[config.mk]
export PLATFORM = sky130hd
export DESIGN_NAME = spy_capture
export DESIGN_NICKNAME = d
export VERILOG_FILES = /design/src/rtl/spy_capture_pkg.sv /design/src/rtl/spy_capture.sv
export SDC_FILE = /design/constraint.sdc
export NUM_CORES = 1
export LEC_CHECK = 0
export CAP_MARGIN = 10
export CORE_ASPECT_RATIO = 2
export CORE_MARGIN = 1.5
export CORE_UTILIZATION = 45
export CTS_CLUSTER_SIZE = 20
export DETAILED_ROUTE_END_ITERATION = 8
export GPL_ROUTABILITY_DRIVEN = 0
export PLACE_DENSITY = 0.85
export SYNTH_ARGS = -nofsm -noshare
export SYNTH_HDL_FRONTEND = slang
export SYNTH_SLANG_ARGS = --single-unit
[constraint.sdc]
create_clock -name clock -period 3.3 [get_ports clock]
set_input_delay 0.495 -clock clock [delete_from_list [all_inputs] [get_ports clock]]
set_output_delay 0.495 -clock clock [all_outputs]
set_load 0.01 [all_outputs]
[src/rtl/spy_capture_pkg.sv]
// Shared spy-buffer protocol encodings: playback modes and capture FSM states.
package spy_capture_pkg;

    typedef enum logic [1:0] {
        NO_PLAYBACK    = 2'd0,
        PLAYBACK_ONCE  = 2'd1,
        PLAYBACK_LOOP  = 2'd2,
        PLAYBACK_WRITE = 2'd3
    } playback_e;

    typedef enum logic [1:0] {
        CAPTURE      = 2'd0,
        POST_TRIGGER = 2'd1,
        FROZEN       = 2'd2,
        HOLD         = 2'd3
    } cap_state_e;

endpackage

[src/rtl/spy_capture.sv]
// Write-side controller for the circular spy memory: records FIFO writes,
// freezes after a programmable post-trigger count, and tracks playback-mode writes.
module spy_capture
    import spy_capture_pkg::*;
#(
    parameter int DATAWIDTH = 64,
    parameter int MEMWIDTH  = 6
) (
    input  logic                 clock,
    input  logic                 reset,
    input  logic                 write_enable,
    input  logic [DATAWIDTH:0]   write_data,
    input  logic                 freeze,
    input  logic [MEMWIDTH-1:0]  freeze_delay,
    input  logic [1:0]           playback,
    input  logic                 playback_ram_write_enable,
    output logic                 spy_write_enable,
    output logic [DATAWIDTH:0]   spy_write_data,
    output logic [MEMWIDTH-1:0]  spy_write_addr,
    output logic                 frozen,
    output logic                 spy_wrapped
);

    localparam logic [MEMWIDTH-1:0] ADDR_MAX = {MEMWIDTH{1'b1}};
    localparam logic [MEMWIDTH-1:0] ONE      = MEMWIDTH'(1);

    cap_state_e            state_q, state_d;
    playback_e             mode;
    logic [MEMWIDTH-1:0]   count_q, count_d;
    logic [MEMWIDTH-1:0]   addr_q, addr_d;
    logic                  wrapped_q, wrapped_d;
    logic                  we_q, we_d;
    logic [DATAWIDTH:0]    data_q, data_d;
    logic                  pb_write_q, pb_write_d;
    logic                  cap_we;
    logic                  pb_entry;
    logic                  pb_step;

    assign mode = playback_e'(playback);

    always_ff @(posedge clock or negedge reset) begin
        if (!reset) begin
            state_q <= CAPTURE;
        end else begin
            state_q <= state_d;
        end
    end

    // Any non-idle playback mode pre-empts capture, including a running countdown.
    always_comb begin
        state_d = state_q;
        if (mode != NO_PLAYBACK) begin
            state_d = HOLD;
        end else begin
            case (state_q)
                CAPTURE: begin
                    if (freeze) begin
                        state_d = (freeze_delay == '0) ? FROZEN : POST_TRIGGER;
                    end
                end
                POST_TRIGGER: begin
                    if (write_enable && count_q == ONE) begin
                        state_d = FROZEN;
                    end
                end
                FROZEN: begin
                    if (!freeze) begin
                        state_d = CAPTURE;
                    end
                end
                HOLD: begin
                    state_d = freeze ? FROZEN : CAPTURE;
                end
                default: state_d = CAPTURE;
            endcase
        end
    end

    always_comb begin
        cap_we   = write_enable && (mode == NO_PLAYBACK) &&
                   (state_q == CAPTURE || state_q == POST_TRIGGER);
        frozen   = (state_q == FROZEN);
        pb_entry = (mode == PLAYBACK_WRITE) && !pb_write_q;
        pb_step  = (mode == PLAYBACK_WRITE) && pb_write_q && playback_ram_write_enable;
    end

    always_comb begin
        count_d = count_q;
        if (mode != NO_PLAYBACK) begin
            count_d = '0;
        end else if (state_q == CAPTURE && freeze) begin
            count_d = freeze_delay;
        end else if (state_q == POST_TRIGGER && write_enable) begin
            count_d = count_q - ONE;
        end

        // Entering block-write mode restarts the end pointer so the first
        // playback write lands at address 0.
        addr_d    = addr_q;
        wrapped_d = wrapped_q;
        if (pb_entry) begin
            addr_d    = ADDR_MAX;
            wrapped_d = 1'b0;
        end else if (cap_we || pb_step) begin
            addr_d = addr_q + ONE;
            if (addr_d == ADDR_MAX) begin
                wrapped_d = 1'b1;
            end
        end

        pb_write_d = (mode == PLAYBACK_WRITE);
        we_d       = cap_we;
        data_d     = cap_we ? write_data : data_q;
    end

    always_ff @(posedge clock or negedge reset) begin
        if (!reset) begin
            count_q    <= '0;
            addr_q     <= ADDR_MAX;
            wrapped_q  <= 1'b0;
            we_q       <= 1'b0;
            data_q     <= '0;
            pb_write_q <= 1'b0;
        end else begin
            count_q    <= count_d;
            addr_q     <= addr_d;
            wrapped_q  <= wrapped_d;
            we_q       <= we_d;
            data_q     <= data_d;
            pb_write_q <= pb_write_d;
        end
    end

    assign spy_write_enable = we_q;
    assign spy_write_data   = data_q;
    assign spy_write_addr   = addr_q;
    assign spy_wrapped      = wrapped_q;

endmodule
==> results of run 1 <==
## per-layer routing
metal / vias up / global-route usage
met5: - / 0
met4: 0 / 0.103
met3: 19 / 0.0599
met2: 92 / 0.408
met1: 1315 / 0.227
li1: 1207 / -
## sequential cells by signal (all words and copies together) (netlist names)
name	count
spy_write_data	65
count_q	6
spy_write_addr	6
state_q	2
pb_write_q	1
spy_wrapped	1
spy_write_enable	1
## final timing paths
path / from / endpoint / cells past startpoint
setup / recovery: playback[1] / spy_write_addr[4] / 6
hold / removal: reset / spy_write_data[26] / 1
setup reg to reg: state_q[1] / spy_write_addr[4] / 5
hold reg to reg: spy_wrapped / spy_wrapped / 2
max in group asynchronous: reset / spy_write_data[33] / 1
min in group clock: spy_wrapped / spy_wrapped / 2
## cells by family (layout without fill, tap and decap cells)
family | count (synthesis) | in the layout | synth area share
flip-flops | 82 | 82 | 0.592
multiplexers | 66 | 66 | 0.213
AND/OR/NAND/NOR | 43 | 43 | 0.0723
AO/OA/AOI/OAI | 35 | 35 | 0.0630
buffers and inverters | 19 | 175 | 0.0345
adder cells (fa/ha/maj) | 4 | 4 | 0.0144
XOR/XNOR | 4 | 4 | 0.0101
## stage by stage
stage | instances | total power, mW | setup slack [ns] | hold WS [ns]
finish | 503 | 3.21 | 1.12 | 0.334
floorplan | 253 | 1.71 | 1.77 | 0.199
detailed placement | 488 | 2.32 | 0.829 | 0.475
global placement | 488 | 2.28 | 0.874 | 0.463
CTS | 503 | 3.24 | 1.13 | 0.381
global route | 503 | 3.35 | 0.990 | 0.429
## synth_stat cells, drive strengths merged, types with 4 or more instances
master and instances:
nand2 10, mux2 65, o21ai 9, dfstp 6, nand3 4, a21oi 9
nor2 8, buf 10, xor2 4, nor3 4, ha 4, dfrtp 76
inv 7
## cell type report
type	instances	area, sq um
Sequential cell	82	2060
Tap cell	94	118
Fill cell	577	2250
Clock inverter	2	12.5
Inverter	7	26.3
Clock buffer	13	260
Multi-Input combinational cell	152	1300
Timing Repair Buffer	153	1520
## power by group through the flow
stage	Sequential (mW)	Clock, mW	Combinational, mW
after floorplan	1.45	0	0.253
after global placement	1.36	0	0.917
after detailed placement	1.38	0	0.938
after CTS	1.37	0.929	0.945
after global routing	1.39	0.971	0.990
final	1.37	0.906	0.934
==> summary.txt, run 1 <==
Placement
  – Dpl cell area: 5020 sq um
  – PortBufs: 151
  – Final HPWL DP: 6470 um

STA
  – Unrepaired setup endpoints after global routing: false
  – Tmin final: 2.18 ns
  – Ratio of final minimum period to clock period: 0.661
  – Fin Setup TNS: 0 ns
  – Fin. max-slew vios: 0
  – Least-Margin Pin Slew: 1.01 ns
  – Worst clock skew: 0.00704 ns
  – F_max: 459 MHz
  – Slew margin rel.: 0.327
  – Final Setup Violations: 0
  – Final hold violations: 0

Pwr
  – Sequential share of power: 0.426
  – Pwr per Cell Area: 605 nW/um^2
  – Gate power share: 0.291
  – Pleak: 2.25 nW
  – Clock share of power: 0.283
  – Internal power: 2.36 mW
  – Switch share: 0.263
  – Peak VDD IR: 0.000458 V
  – NetSw: 0.842 mW

Synth
  – Post-Syn Nets: 335
  – Yosys warning total: 0
  – Biggest area consumer among synthesized cells: dfrtp_1
  – Synth Instances: 253
  – Synth top area share: 0.547
  – Top post-synthesis cells by area: dfrtp_1 55%, mux2_2 21%, dfstp_2 4.5%
  – Register bit total from synthesis: 82
  – Yosys cell types: 39
  – Ys async rst share: 1.00
  – Sequential-to-total area share from yosys stat: 0.592
  – Avg Inst Size Synth: 13.7 sq um
  – Synth Flop Type: dfrtp_1
  – Post-Syn Area: 3480 sq um
  – Number of flops mapped to enable cells by yosys: 0

Die
  – Starting Density: 0.461
  – Die W: 65.2 um
  – Site Rows: 45
  – CORE AREA: 7540 sq um
  – Die extent in y: 127 um
  – Io pins: 152
  – Die area: 8290 sq um

Drt
  – DR WL met2: 5130 um
  – M1 WL: 3010 um
  – Vias: 2633
  – Post-route DRC: 0
  – Wire per inst: 17.5 um
  – Highest routed metal layer: met4
  – Antenna-violating nets left: 0
  – Initial DRC count: 176
  – Met3 Routed Length: 418 um
  – Total wire length: 8810 um
  – DRT Pass-1 Iters: 4
  – DR vias/cell: 5.23

Clocking
  – Clock sinks: 82
  – Clock tree from TritonCTS: yes
  – Clk pin slew, worst setup/hold paths: 0.06 ns
  – Postcts setup bufs: 0
  – CTS HTree Levels: 3
  – Clk root buf: clkbuf_16
  – CTS resizes: 0
  – Longest Clk Path Bufs: 2
  – Post-CTS Hold Fix Bufs: 0
  – Clock latency on the worst-skew pair: 0.33 ns
  – Total CTS buffers: 9

Outcome
  – Status: completed

Setup path
  – CP max FO: 42
  – CP peak stage delay: 0.51 ns
  – Cells along the critical path: clkdlybuf4s50_1 -> nor4b_4 -> buf_4 -> nor2_2 -> or3_1 -> nand3_1
  – Reg2Reg Setup Slack: 1.36 ns
  – Arrival time at the worst endpoint: 2.45 ns
  – Crit path max-delay cell type: clkdlybuf4s50_1
  – Worst path bufs/invs: 2
  – Startpoint class of the critical path: input pin
  – CP top delay family: buffers and inverters
  – CP Capture Type: flip-flop
  – Req. time, crit path: 3.57 ns
  – Crit Path Class: input pin to flip-flop

Layout
  – Most frequent cells in the layout: 150 x clkdlybuf4s50_1, 76 x dfrtp_1, 65 x mux2_2
  – Final net count: 487
  – Final instance area: 5300 sq um
  – Share of cells above drive strength 1: 0.225
  – Commonest non-fill, non-tap cell in the layout: clkdlybuf4s50_1
  – Final Util: 0.702
  – ANT cells: 0
  – Area growth from synthesis to layout: 52.4%

Global route
  – Initial antenna violation count: 0
  – Vias in the first global route: 2737
  – First-pass GRT wire length: 13800 um
  – Pin count of the biggest net entering global routing: 83
  – Grt total ovfl: 0
  – GRT Overall Usage: 0.222

Min path
  – HP Class: input pin to asynchronous set/reset pin

Run
  – Max_cap viols: 0
(Power assumes the default switching activity.)
==> run 2: changes to the inputs <==
- CORE_UTILIZATION: 45 -> 42
- PLACE_DENSITY: 0.85 -> 0.8
- clock period: 3.3 -> 2.3 ns (I/O delays scaled with it)
==> run 2 against run 1 <==
  * Clock power grew 67%
  * Register-to-register slack lost 0.74 ns
  * Routed wire length grew 0.53%
  * Power grew 50%
==> summary.txt, run 2 (synthesis results as in run 1) <==
Global route
  – Vias in the first global route: 2881 (+5.3%)
  – Pin count of the biggest net entering global routing: 56 (-33%)
  – GRT Overall Usage: 0.215 (-0.00716)
  – Grt total ovfl: 0 (unchanged)
  – First-pass GRT wire length: 14100 um (+2.3%)
  – Initial antenna violation count: 0 (unchanged)

Drt
  – DRT Pass-1 Iters: 4 (unchanged)
  – Initial DRC count: 86 (-51%)
  – DR vias/cell: 5.19 (-0.76%)
  – Vias: 2665 (+1.2%)
  – Total wire length: 8850 um (+0.53%)
  – Post-route DRC: 0 (unchanged)
  – Antenna-violating nets left: 0 (unchanged)
  – Wire per inst: 17.3 um (-1.4%)

Setup path
  – Reg2Reg Setup Slack: 0.62 ns (-0.74 ns)
  – Startpoint class of the critical path: flip-flop
  – Req. time, crit path: 1.96 ns (-1.61 ns)
  – FF-to-FF Start: state_q[1]
  – CP max FO: 10 (-76%)
  – Arrival time at the worst endpoint: 1.60 ns (-0.85 ns)
  – Worst reg-to-reg path cell count: 4 (-1)
  – R2r endpoint: spy_write_data[59]
  – CP Capture Type: output pin
  – Crit Path Class: flip-flop to output pin

Layout
  – Final net count: 494 (+1.4%)
  – Commonest non-fill, non-tap cell in the layout: clkdlybuf4s50_1
  – Fillers: 631 (+9.4%)
  – Final Util: 0.681 (-0.0207)
  – ANT cells: 0 (unchanged)
  – Max reg flops: 65 (unchanged)
  – Most frequent cells in the layout: 150 x clkdlybuf4s50_1, 76 x dfrtp_1, 65 x mux2_2
  – Final instance area: 5450 sq um (+2.9%)
  – Area growth from synthesis to layout: 56.8%
  – Share of cells above drive strength 1: 0.242 (+0.0173)

STA
  – F_max: 515 MHz
  – Worst clock skew: 0.00308 ns (-0.00396 ns)
  – Final Setup Violations: 0 (unchanged)
  – Final hold violations: 0 (unchanged)
  – Unrepaired setup endpoints after global routing: false
  – Fin Setup TNS: 0 ns (unchanged)
  – Tmin final: 1.94 ns
  – Ratio of final minimum period to clock period: 0.844
  – Fin. max-slew vios: 0 (unchanged)
  – Least-Margin Pin Slew: 0.506 ns (-0.504 ns)
  – Slew margin rel.: 0.660 (+0.334)
  – Final worst slack: 0.359 ns (-0.761 ns)

Clocking
  – Clock sinks: 82 (unchanged)
  – CTS resizes: 0 (unchanged)
  – Clock latency on the worst-skew pair: 0.33 ns (about the same)
  – Total CTS buffers: 9 (unchanged)
  – Longest Clk Path Bufs: 2 (unchanged)
  – Clk pin slew, worst setup/hold paths: 0.06 ns (about the same)
  – Clk root buf: clkbuf_16
  – CTS HTree Levels: 3 (unchanged)
  – Clock tree from TritonCTS: yes

Die
  – Die extent in y: 132 um (+3.4%)
  – Starting Density: 0.435 (-0.0262)
  – Site Rows: 46 (+2.2%)
  – Die W: 67.3 um (+3.4%)
  – Io pins: 152 (unchanged)
  – Die area: 8870 sq um (+6.9%)
  – CORE AREA: 8000 sq um (+6.0%)

Pwr
  – Peak VDD IR: 0.000586 V (+28%)
  – Power Total: 4.80 mW (+50%)
  – Pwr per Cell Area: 881 nW/um^2 (+45%)
  – Pleak: 2.33 nW (+3.5%)

Placement
  – Final HPWL DP: 6730 um (+4.1%)
  – Worst slack, placed: 0.198 ns (-0.631 ns)
  – Dpl cell area: 5120 sq um (+1.9%)
  – PortBufs: 151 (unchanged)

Min path
  – HP Class: input pin to asynchronous set/reset pin

Outcome
  – Status: completed

Run
  – Max_cap viols: 0 (unchanged)
run 2: cell count changes in the layout (fill, tap and decap cells not counted), moves of 2 or more:
cell / delta
buf_12: +4
buf_4: +2
clkinv_2: +3
bufinv_16: +2
clkbuf_1: -2
run 2: report_power, final:
group	total [mW]	leakage (nW)	internal (mW)	switching, mW
sequential	1.96	1.02	1.76	0.195
combinational	1.33	1.14	0.854	0.475
clock	1.51	0.162	0.972	0.543
run 2: area by class of cell:
cell class / instances / area, sq um / share of cell area
Sequential cell: 82 / 2060 / 0.378
Timing Repair Buffer: 160 / 1630 / 0.299
Multi-Input combinational cell: 152 / 1300 / 0.238
Clock buffer: 10 / 239 / 0.0438
Tap cell: 96 / 120 / 0.0220
Clock inverter: 6 / 80.1 / 0.0147
Inverter: 7 / 26.3 / 0.00482
run 2: through the flow:
| step | hold slack (ns) | std cells |
|---|---|---|
| floorplan | 0.0494 | 253 |
| global placement | 0.280 | 496 |
| detailed placement | 0.287 | 496 |
| CTS | 0.474 | 513 |
| global route | 0.508 | 513 |
| finish | 0.486 | 513 |
run 2: repair_timing:
| item | CTS | global route |
|---|---|---|
| buffers inserted | 0 | 0 |
| hold buffers | 1 | 0 |
| hold endpoints to repair | 27 | 0 |
run 2: worst max path at each step:
stage / from / endpoint / slack (ns) / depth (start not counted)
2_1_floorplan: state_q[1] / spy_write_data[0] / 0.84 / 5
6_report: state_q[1] / frozen / 0.36 / 2
3_5_place_dp: playback[1] / spy_write_data[60] / 0.20 / 5
3_3_place_gp: playback[1] / spy_write_data[62] / 0.21 / 5
5_1_grt: state_q[1] / frozen / 0.25 / 2
4_1_cts: state_q[1] / frozen / 0.35 / 2
run 2: per-layer routing:
metal / global-route usage / part of all wire / vias to the layer above
met5: 0 / 0 / -
met4: 0.102 / 0.034 / 0
met3: 0.0574 / 0.049 / 19
met2: 0.384 / 0.58 / 87
met1: 0.220 / 0.34 / 1336
li1: - / - / 1223
run 2: critical path, cell delays in order, from the launching register on:
cell	delay, ns
dfrtp_1	0.54
nor2b_1	0.18
clkdlybuf4s50_1	0.54
==> run 3: changes to the inputs <==
- clock period: 2.3 -> 1.9 ns (I/O delays scaled with it)
==> run 3 against run 2 <==
  * Clock skew rose by 0.0027 ns
  * Power is 21% higher
  * Critical path type unchanged
  * Routed wire length rose by 2.6%
  * Clock-buffer cell count up 3
  * Sequential cell count did not move
  * Global-route usage is 0.80 points higher
  * Hold slack worse by 0.072 ns
  * Cell count grew 3.1%
  * Non-clock buffer count up 16
  * Via count rose by 2.0%
  * Design area rose by 2.8%
  * Largest cell class unchanged
==> summary.txt, run 3 (synthesis results as in run 1) <==
Outcome
  – Status: completed

Setup path
  – Req. time, crit path: 1.62 ns (-0.34 ns)
  – CP Capture Type: output pin
  – CP peak stage delay: 0.60 ns (+0.06 ns)
  – Crit Path Class: flip-flop to output pin
  – Stages on worst setup path: 1 (-1)
  – Cells along the critical path: clkdlybuf4s50_1
  – Crit path max-delay cell type: dfstp_2
  – Arrival time at the worst endpoint: 1.52 ns (-0.08 ns)
  – CP max FO: 8 (-2)
  – Worst reg-to-reg path cell count: 4 (unchanged)
  – Worst path bufs/invs: 1 (unchanged)
  – Startpoint class of the critical path: flip-flop
  – CP top delay family: flip-flops

Die
  – Io pins: 152 (unchanged)
  – Die extent in y: 132 um (unchanged)
  – Starting Density: 0.435 (unchanged)
  – Site Rows: 46 (unchanged)
  – CORE AREA: 8000 sq um (unchanged)
  – Die W: 67.3 um (unchanged)
  – Die area: 8870 sq um (unchanged)

Drt
  – Antenna-violating nets left: 0 (unchanged)
  – Wire per inst: 17.2 um (-0.53%)
  – Initial DRC count: 51 (-41%)
  – Post-route DRC: 0 (unchanged)
  – Total wire length: 9080 um (+2.6%)
  – DR vias/cell: 5.14 (-1.1%)
  – DRT Pass-1 Iters: 4 (unchanged)
  – Vias: 2718 (+2.0%)

Layout
  – Max reg flops: 65 (unchanged)
  – Share of cells above drive strength 1: 0.268 (+0.0257)
  – Final net count: 510 (+3.2%)
  – Area growth from synthesis to layout: 61.2%
  – Most frequent cells in the layout: 150 x clkdlybuf4s50_1, 76 x dfrtp_1, 65 x mux2_2
  – ANT cells: 0 (unchanged)
  – Commonest non-fill, non-tap cell in the layout: clkdlybuf4s50_1
  – Final instance area: 5610 sq um (+2.8%)

Clocking
  – Longest Clk Path Bufs: 2 (unchanged)
  – Clock sinks: 82 (unchanged)
  – Clock tree from TritonCTS: yes
  – Clk root buf: clkbuf_16
  – Clk pin slew, worst setup/hold paths: 0.06 ns (about the same)
  – CTS HTree Levels: 3 (unchanged)
  – Total CTS buffers: 9 (unchanged)
  – Clock latency on the worst-skew pair: 0.33 ns (about the same)

Min path
  – HP Class: input pin to asynchronous set/reset pin

Global route
  – Vias in the first global route: 2998 (+4.1%)
  – Initial antenna violation count: 0 (unchanged)
  – Pin count of the biggest net entering global routing: 32 (-43%)
  – Grt total ovfl: 0 (unchanged)
  – First-pass GRT wire length: 14600 um (+3.5%)
  – GRT Overall Usage: 0.223 (+0.00800)

STA
  – F_max: 554 MHz
  – Tmin final: 1.80 ns
  – Ratio of final minimum period to clock period: 0.949
  – Final worst slack: 0.0961 ns (-0.263 ns)
  – Unrepaired setup endpoints after global routing: false
  – Fin. max-slew vios: 0 (unchanged)
  – Worst clock skew: 0.00582 ns (+0.00274 ns)
  – Final Setup Violations: 0 (unchanged)
  – Final hold violations: 0 (unchanged)
  – Slew margin rel.: 0.702 (+0.0419)
  – Least-Margin Pin Slew: 0.443 ns (-0.0623 ns)

Placement
  – PortBufs: 151 (unchanged)
  – Final HPWL DP: 7180 um (+6.7%)
  – Dpl cell area: 5280 sq um (+3.1%)
  – Worst slack, placed: -0.0838 ns (-0.282 ns)

Run
  – Max_cap viols: 0 (unchanged)

Pwr
  – Peak VDD IR: 0.000777 V (+33%)
  – Pwr per Cell Area: 1030 nW/um^2 (+17%)
  – Pleak: 2.40 nW (+3.4%)
[run 3: cell count changes in the layout (fill, tap and decap cells not counted)]
cell and change:
clkinv_4 +1, clkinv_2 -4, buf_4 +13, clkinvlp_4 +1
clkbuf_1 +1, bufinv_16 -1, buf_12 +3, clkbuf_8 +2
[run 3: cell type report]
type	instances	area (sq um)
inverter	7	26.3
timing repair buffer	176	1790
multi-input combinational	152	1300
clock inverter	3	46.3
sequential	82	2060
tap	96	120
clock buffer	13	270
fill	580	2390
[run 3: report_power, final]
group / total [mW] / leakage, nW / internal [mW] / switching [mW]
clock: 1.78 / 0.152 / 1.13 / 0.658
combinational: 1.65 / 1.23 / 1.05 / 0.601
sequential: 2.36 / 1.02 / 2.13 / 0.226
total: 5.79 / 2.40 / 4.31 / 1.48
[run 3: through the flow]
stage	util	instances	setup TNS, ns	hold slack (ns)	power, mW
after CTS	0.701	529	0	0.429	5.86
after global routing	0.701	529	0	0.474	6.07
after detailed placement	0.660	512	-3.96	0.242	4.05
after floorplan	-	253	0	-0.0106	2.96
final	0.701	529	0	0.413	5.79
after global placement	0.660	512	-2.45	0.240	3.99
[run 3: worst paths after layout]
path                                   start            endpoint  slack, ns
max in group asynchronous              reset  spy_write_data[58]       0.95
setup reg to reg                  state_q[1]  spy_write_data[23]       0.36
hold / removal                         reset  spy_write_data[41]       0.41
min in group clock               spy_wrapped         spy_wrapped       0.50
setup / recovery           spy_write_addr[0]   spy_write_addr[0]        0.1
hold reg to reg                  spy_wrapped         spy_wrapped       0.50
[run 3: repair_timing]
action	4_1_cts	5_1_grt
hold endpoints to repair	22	0
gates resized for setup	0	0
setup buffers	0	0
hold buffers	1	0
[run 3: layer usage]
layer,vias up,global-route usage,share of wire
li1,1258,-,-
met1,1337,0.203,0.31
met2,99,0.421,0.60
met3,24,0.0599,0.051
met4,0,0.108,0.040
met5,-,0,0
